===== src/rtl/uart_rx.sv =====
// uart_rx: 8-bit asynchronous serial receiver (start, 8 data LSB-first, parity, stop).
// rx_in is oversampled by clk; every bit is sampled at the middle of its period.
module uart_rx #(
  parameter int CLK_FREQUENCY = 100_000_000,
  parameter int BAUD_RATE     = 19_200,
  parameter int PARITY        = 1
) (
  input  logic       clk,
  input  logic       rst,
  input  logic       rx_in,
  output logic [7:0] dout,
  output logic       data_strobe,
  output logic       parity_error,
  output logic       framing_error,
  output logic       busy
);

  localparam int BIT  = CLK_FREQUENCY / BAUD_RATE;
  localparam int HALF = BIT / 2;
  localparam int TW   = $clog2(BIT + 1);
  // The timer restarts at 0, so the N-th cycle of an interval sees timer == N-1.
  localparam logic [TW-1:0] BIT_LAST  = TW'(BIT - 1);
  localparam logic [TW-1:0] HALF_LAST = TW'(HALF - 1);

  typedef enum logic [2:0] {
    WAIT_IDLE = 3'd0,
    IDLE      = 3'd1,
    START     = 3'd2,
    DATA      = 3'd3,
    PAR       = 3'd4,
    STOP      = 3'd5
  } state_t;

  state_t        state, stateNext;
  logic          rxMeta, rxS;
  logic [TW-1:0] timer, timerNext;
  logic [2:0]    bitCnt, bitCntNext;
  logic [7:0]    shiftReg, shiftNext;
  logic          mismatch, mismatchNext;
  logic          frameDone;
  logic          expectedParity;

  assign expectedParity = (PARITY != 0) ? ~^shiftReg : ^shiftReg;

  // The strobe cycle is already back in IDLE/WAIT_IDLE but still counts as busy.
  assign busy = (state == START) || (state == DATA) || (state == PAR) ||
                (state == STOP) || data_strobe;

  always_comb begin
    // NOTE: every signal gets a default first so no path can infer a latch.
    stateNext    = state;
    timerNext    = timer + TW'(1);
    bitCntNext   = bitCnt;
    shiftNext    = shiftReg;
    mismatchNext = mismatch;
    frameDone    = 1'b0;
    unique case (state)
      WAIT_IDLE: begin
        if (!rxS) begin
          timerNext = '0;
        end else if (timer == BIT_LAST) begin
          stateNext = IDLE;
          timerNext = '0;
        end
      end
      IDLE: begin
        timerNext = '0;
        if (!rxS) stateNext = START;
      end
      START: begin
        if (timer == HALF_LAST) begin
          timerNext  = '0;
          bitCntNext = '0;
          stateNext  = rxS ? IDLE : DATA;
        end
      end
      DATA: begin
        if (timer == BIT_LAST) begin
          timerNext         = '0;
          shiftNext[bitCnt] = rxS;
          bitCntNext        = bitCnt + 3'd1;
          if (bitCnt == 3'd7) stateNext = PAR;
        end
      end
      PAR: begin
        if (timer == BIT_LAST) begin
          timerNext    = '0;
          mismatchNext = (rxS != expectedParity);
          stateNext    = STOP;
        end
      end
      STOP: begin
        if (timer == BIT_LAST) begin
          timerNext = '0;
          frameDone = 1'b1;
          stateNext = rxS ? IDLE : WAIT_IDLE;
        end
      end
      default: begin
        stateNext = WAIT_IDLE;
        timerNext = '0;
      end
    endcase
  end

  always_ff @(posedge clk) begin
    if (rst) begin
      // Synchronizer resets to the idle level so reset never looks like a start bit.
      rxMeta        <= 1'b1;
      rxS           <= 1'b1;
      state         <= WAIT_IDLE;
      timer         <= '0;
      bitCnt        <= '0;
      shiftReg      <= '0;
      mismatch      <= 1'b0;
      dout          <= '0;
      data_strobe   <= 1'b0;
      parity_error  <= 1'b0;
      framing_error <= 1'b0;
    end else begin
      // NOTE: non-blocking assignments so every flop samples pre-edge values.
      rxMeta      <= rx_in;
      rxS         <= rxMeta;
      state       <= stateNext;
      timer       <= timerNext;
      bitCnt      <= bitCntNext;
      shiftReg    <= shiftNext;
      mismatch    <= mismatchNext;
      data_strobe <= frameDone;
      if (frameDone) begin
        dout          <= shiftReg;
        parity_error  <= mismatch;
        framing_error <= !rxS;
      end
    end
  end

endmodule


===== config.mk =====
export PLATFORM = sky130hd
export DESIGN_NAME = uart_rx
export DESIGN_NICKNAME = d
export VERILOG_FILES = /design/src/rtl/uart_rx.sv
export SDC_FILE = /design/constraint.sdc
export NUM_CORES = 1
export LEC_CHECK = 0
export CORE_AREA = 8 8 89 91
export DETAILED_ROUTE_END_ITERATION = 8
export DIE_AREA = 0 0 97 99
export PLACE_DENSITY = 0.56
export SLEW_MARGIN = 0
export SYNTH_ARGS = -nofsm -noshare
export SYNTH_HDL_FRONTEND = slang
export SYNTH_SLANG_ARGS = --single-unit

===== constraint.sdc =====
create_clock -name clk -period 2.33 [get_ports clk]
set_clock_uncertainty 0.2 [all_clocks]
set_input_delay 0.233 -clock clk [delete_from_list [all_inputs] [get_ports clk]]
set_output_delay 0.233 -clock clk [all_outputs]
set_load 0.03 [all_outputs]

==> flow_summary.html <==
<table>
<tr><th>Metric</th><th>Value</th></tr>
<tr><th colspan="2">Synthesis</th></tr>
<tr><td>Post-synthesis share of cell area spent on xor and xnor gates</td><td>0.0741</td></tr>
<tr><td>Primary FF master, synth</td><td>dfxtp_1</td></tr>
<tr><td>Post-synthesis async set-or-reset flop share</td><td>0</td></tr>
<tr><td>Sequential cell area fraction in the yosys report</td><td>0.374</td></tr>
<tr><td>Netlist Area Pre-Place</td><td>2190 um^2</td></tr>
<tr><td>Synthesized-area fraction occupied by and/or/nand/nor cells</td><td>0.243</td></tr>
<tr><td>Complex-gate fraction of the synthesized area</td><td>0.214</td></tr>
<tr><td>Synthesized net count</td><td>253</td></tr>
<tr><td>Number of distinct library cell variants in the gate-level netlist after synthesis</td><td>between 40 and 50</td></tr>
<tr><td>Post-synth EDFFs</td><td>0</td></tr>
<tr><td>Cell with the most instances after synthesis</td><td>dfxtp_1</td></tr>
<tr><td>Portion of netlist area occupied by mux cells</td><td>0.0188</td></tr>
<tr><td>Average cell area after synthesis</td><td>approximately 8.9 um^2</td></tr>
<tr><td>Synth area leaders</td><td>dfxtp_1, a211oi_2, nand3_1</td></tr>
<tr><td>Largest family of logic cells by synthesized area</td><td>simple AND/OR/NAND/NOR gates</td></tr>
<tr><td>Area share of the largest cell type after synthesis</td><td>0.374</td></tr>
<tr><td>Biggest area consumer among synthesized cells</td><td>dfxtp_1</td></tr>
<tr><td>Mapped Cells</td><td>roughly 250</td></tr>
<tr><td>Total number of yosys warnings</td><td>0</td></tr>
<tr><td>Synth Area in Adders</td><td>0.0228</td></tr>
<tr><td>Flops &amp; latches, synth</td><td>41</td></tr>
<tr><td>Leading cell types by count after synthesis</td><td>dfxtp_1, nand3_1, a21oi_1, o21ai_0</td></tr>
<tr><th colspan="2">Power</th></tr>
<tr><td>Proportion of total power due to net switching</td><td>0.208</td></tr>
<tr><td>Power density normalized to cell area</td><td>540 nW/um^2</td></tr>
<tr><td>Share of power burned in registers</td><td>0.530</td></tr>
<tr><td>Share of total power in combinational logic</td><td>0.035</td></tr>
<tr><td>Leakage Power</td><td>~0.79 nW</td></tr>
<tr><td>Clock group share of total power</td><td>0.435</td></tr>
<tr><td>Switching power total</td><td>approximately 0.28 mW</td></tr>
<tr><td>VDD IR max</td><td>roughly 0.29 mV</td></tr>
<tr><td>Power Internal</td><td>~1.1 mW</td></tr>
<tr><th colspan="2">CTS</th></tr>
<tr><td>Cts repair resizes</td><td>0</td></tr>
<tr><td>Hold_buf cts</td><td>0</td></tr>
<tr><td>Maximum clock insertion buffer count</td><td>2</td></tr>
<tr><td>Number of buffers added for setup after CTS</td><td>0</td></tr>
<tr><td>TritonCTS clock tree</td><td>done</td></tr>
<tr><td>Worst-skew pair later-pin latency</td><td>just under 0.3 ns</td></tr>
<tr><td>H-tree Lvls</td><td>2</td></tr>
<tr><td>Total clock buffers created by CTS</td><td>5</td></tr>
<tr><td>Clk slew on worst S/H paths</td><td>about 0.08 ns</td></tr>
<tr><td>Clk sinks</td><td>between 40 and 50</td></tr>
<tr><td>Clock root buffer</td><td>clkbuf_8</td></tr>
<tr><th colspan="2">Finish</th></tr>
<tr><td>Layout cells sized above 1</td><td>0.125</td></tr>
<tr><td>Final instance area</td><td>around 2500 um^2</td></tr>
<tr><td>Area overhead of the layout relative to synthesis</td><td>14.8%</td></tr>
<tr><td>Fillers</td><td>around 650</td></tr>
<tr><td>N_diodes</td><td>0</td></tr>
<tr><td>Area of combinational cells with multiple inputs</td><td>1260 um^2</td></tr>
<tr><td>Area occupied by registers</td><td>roughly 820 um^2</td></tr>
<tr><td>Net count of the finished layout</td><td>262</td></tr>
<tr><th colspan="2">Global route</th></tr>
<tr><td>Met1 Resource Use GR</td><td>0.135</td></tr>
<tr><td>Most used routing layer in global routing</td><td>met2</td></tr>
<tr><td>All-Layer GR Usage</td><td>0.104</td></tr>
<tr><td>Met3 demand-to-capacity share in global routing</td><td>0.0287</td></tr>
<tr><td>Total global routing overflow</td><td>0</td></tr>
<tr><td>Via count of the first global-routing pass</td><td>~1,800</td></tr>
<tr><td>Antenna violations before repair</td><td>0</td></tr>
<tr><td>GR met2 Demand/Resource</td><td>0.166</td></tr>
<tr><td>First-pass GRT wire length</td><td>~8.6 mm</td></tr>
<tr><td>Largest net degree at the start of global routing</td><td>30</td></tr>
<tr><th colspan="2">Timing</th></tr>
<tr><td>Top achievable clock speed</td><td>~450 MHz</td></tr>
<tr><td>Min Clock Period, post-route</td><td>approximately 2.2 ns</td></tr>
<tr><td>Post-route setup TNS</td><td>0 ns</td></tr>
<tr><td>Unrepaired setup endpoints after global routing</td><td>no</td></tr>
<tr><td>Minimum setup slack in the final design</td><td>0.124 ns</td></tr>
<tr><td>Tightest slew margin relative to the limit</td><td>0.612</td></tr>
<tr><td>Ratio of final minimum period to clock period</td><td>0.947</td></tr>
<tr><td>Slew @ Worst Pin</td><td>about 0.58 ns</td></tr>
<tr><td>Setup violations, final</td><td>0</td></tr>
<tr><td>Pins over their slew limit</td><td>0</td></tr>
<tr><td>Final count of hold timing violations</td><td>0</td></tr>
<tr><th colspan="2">Floorplan</th></tr>
<tr><td>DIE WIDTH</td><td>slightly below 100 um</td></tr>
<tr><td>Placement row count</td><td>30</td></tr>
<tr><td>Starting utilization of the core area</td><td>0.334</td></tr>
<tr><td>Core area</td><td>approximately 6600 um^2</td></tr>
<tr><td>Die footprint</td><td>between 9000 and 10,000 um^2</td></tr>
<tr><td>Chip Height</td><td>99 um</td></tr>
<tr><td>I/O pin cnt</td><td>15</td></tr>
<tr><th colspan="2">Route</th></tr>
<tr><td>Detailed-route via count</td><td>1,832</td></tr>
<tr><td>Per-cell routed wire length</td><td>~14 um</td></tr>
<tr><td>Remaining number of nets flagged by the antenna check after routing</td><td>0</td></tr>
<tr><td>Post-detailed-route via-to-cell ratio</td><td>between 5 and 6</td></tr>
<tr><td>Final Routed Wirelength</td><td>about 4.9 mm</td></tr>
<tr><td>Violation count after the first detailed-route iteration</td><td>around 100</td></tr>
<tr><td>Detailed-router iteration count before antenna repair</td><td>4</td></tr>
<tr><td>DRC violation count after routing</td><td>0</td></tr>
<tr><th colspan="2">Placement</th></tr>
<tr><td>Routability congestion estimate from global placement</td><td>~0.80</td></tr>
<tr><td>Instance area after placement</td><td>between 2000 and 2500 um^2</td></tr>
<tr><td>Sum of net half-perimeters after detailed placement</td><td>roughly 3.3 mm</td></tr>
<tr><td>Placement Setup Slack</td><td>0.254 ns</td></tr>
<tr><td>Quantity of I/O buffers inserted on ports</td><td>14</td></tr>
<tr><th colspan="2">Run</th></tr>
<tr><td>Number of max-capacitance violations reported</td><td>0</td></tr>
<tr><th colspan="2">Setup path</th></tr>
<tr><td>Crit path required time</td><td>~1.9 ns</td></tr>
<tr><td>Worst Path Class, Setup</td><td>reg2out</td></tr>
<tr><td>Sort of element at the end of the critical path</td><td>output port</td></tr>
<tr><td>Critical-path maximum fanout</td><td>2</td></tr>
<tr><td>Nature of the critical path startpoint</td><td>flip-flop</td></tr>
<tr><td>Worst Path Arrival</td><td>approximately 1.8 ns</td></tr>
<tr><th colspan="2">Worst hold path</th></tr>
<tr><td>Classification of the worst-slack hold path</td><td>reg2reg</td></tr>
<tr><th colspan="2">Run status</th></tr>
<tr><td>Outcome</td><td>finished clean</td></tr>
</table>
-- registers in the layout (all words and copies together) (netlist names) --
name	cells
timer	13
dout	8
shiftReg	8
bitCnt	3
state	3
data_strobe	1
framing_error	1
mismatch	1
parity_error	1
rxMeta	1
rxS	1
-- layout make-up --
| class | count | area share |
|---|---|---|
| multi-input combinational | 182 | 0.501 |
| sequential | 41 | 0.326 |
| timing repair buffer | 21 | 0.0814 |
| tap | 80 | 0.0397 |
| clock buffer | 7 | 0.0343 |
| clock inverter | 1 | 0.0119 |
| inverter | 4 | 0.00596 |
-- critical path, cell delays in order, from the launching register on --
cell	delay, ns
dfxtp_1	0.32
ha_1	0.27
or2_2	0.29
clkdlybuf4s50_1	0.60
-- power by group through the flow --
stage,combinational (mW),sequential [mW],clock [mW]
3_3_place_gp,0.0483,0.737,0
4_1_cts,0.0482,0.721,0.615
3_5_place_dp,0.0480,0.737,0
2_1_floorplan,0.0381,0.733,0
5_1_grt,0.0551,0.723,0.638
6_report,0.0478,0.721,0.592
-- cells by family (layout without fill, tap and decap cells) --
kind of cell,after synthesis,after routing
buf+inv,23,33
xor+xnor,17,17
mux,4,4
fa+ha+maj,4,4
flops,41,41
simple gates,89,89
compound gates,68,68
-- layout by cell type, fill, tap and decap left out, types with 6 or more instances in the layout --
master	Yosys	final
a211oi_2	10	10
a21oi_1	21	21
buf_4	0	6
clkbuf_8	0	6
clkdlybuf4s50_1	0	14
dfxtp_1	41	41
nand2_1	6	6
nand2b_1	6	6
nand3_1	22	22
nand4_1	12	12
nor2_1	10	10
o21ai_0	21	21
xnor2_1	12	12
-- worst paths after layout --
check                                           start                     to  slack [ns]  depth (start not counted)
worst min-delay path                rxMeta$_SDFF_PP1_         rxS$_SDFF_PP1_        0.22                          1
worst max-delay path            state[1]$_SDFFE_PP0P_                   busy        0.12                          3
worst max register to register    timer[0]$_SDFF_PP0_  state[0]$_SDFFE_PP0P_        0.25                          5
worst min register to register      rxMeta$_SDFF_PP1_         rxS$_SDFF_PP1_        0.22                          1
-- metal layers --
| metal | share of wire | vias to the layer above |
|---|---|---|
| met2 | 0.44 | 31 |
| li1 | - | 931 |
| met1 | 0.50 | 865 |
| met3 | 0.049 | 5 |
| met4 | 0.0052 | 0 |
| met5 | 0 | - |
-- metrics by stage --
stage	cells	hold WS (ns)	utilization	total power [mW]
detailed placement	328	0.199	0.366	0.785
global placement	328	0.191	0.366	0.785
floorplan	246	0.137	-	0.771
CTS	336	0.220	0.384	1.38
finish	336	0.215	0.384	1.36
global route	336	0.251	0.384	1.42
(Power assumes the default switching activity.)
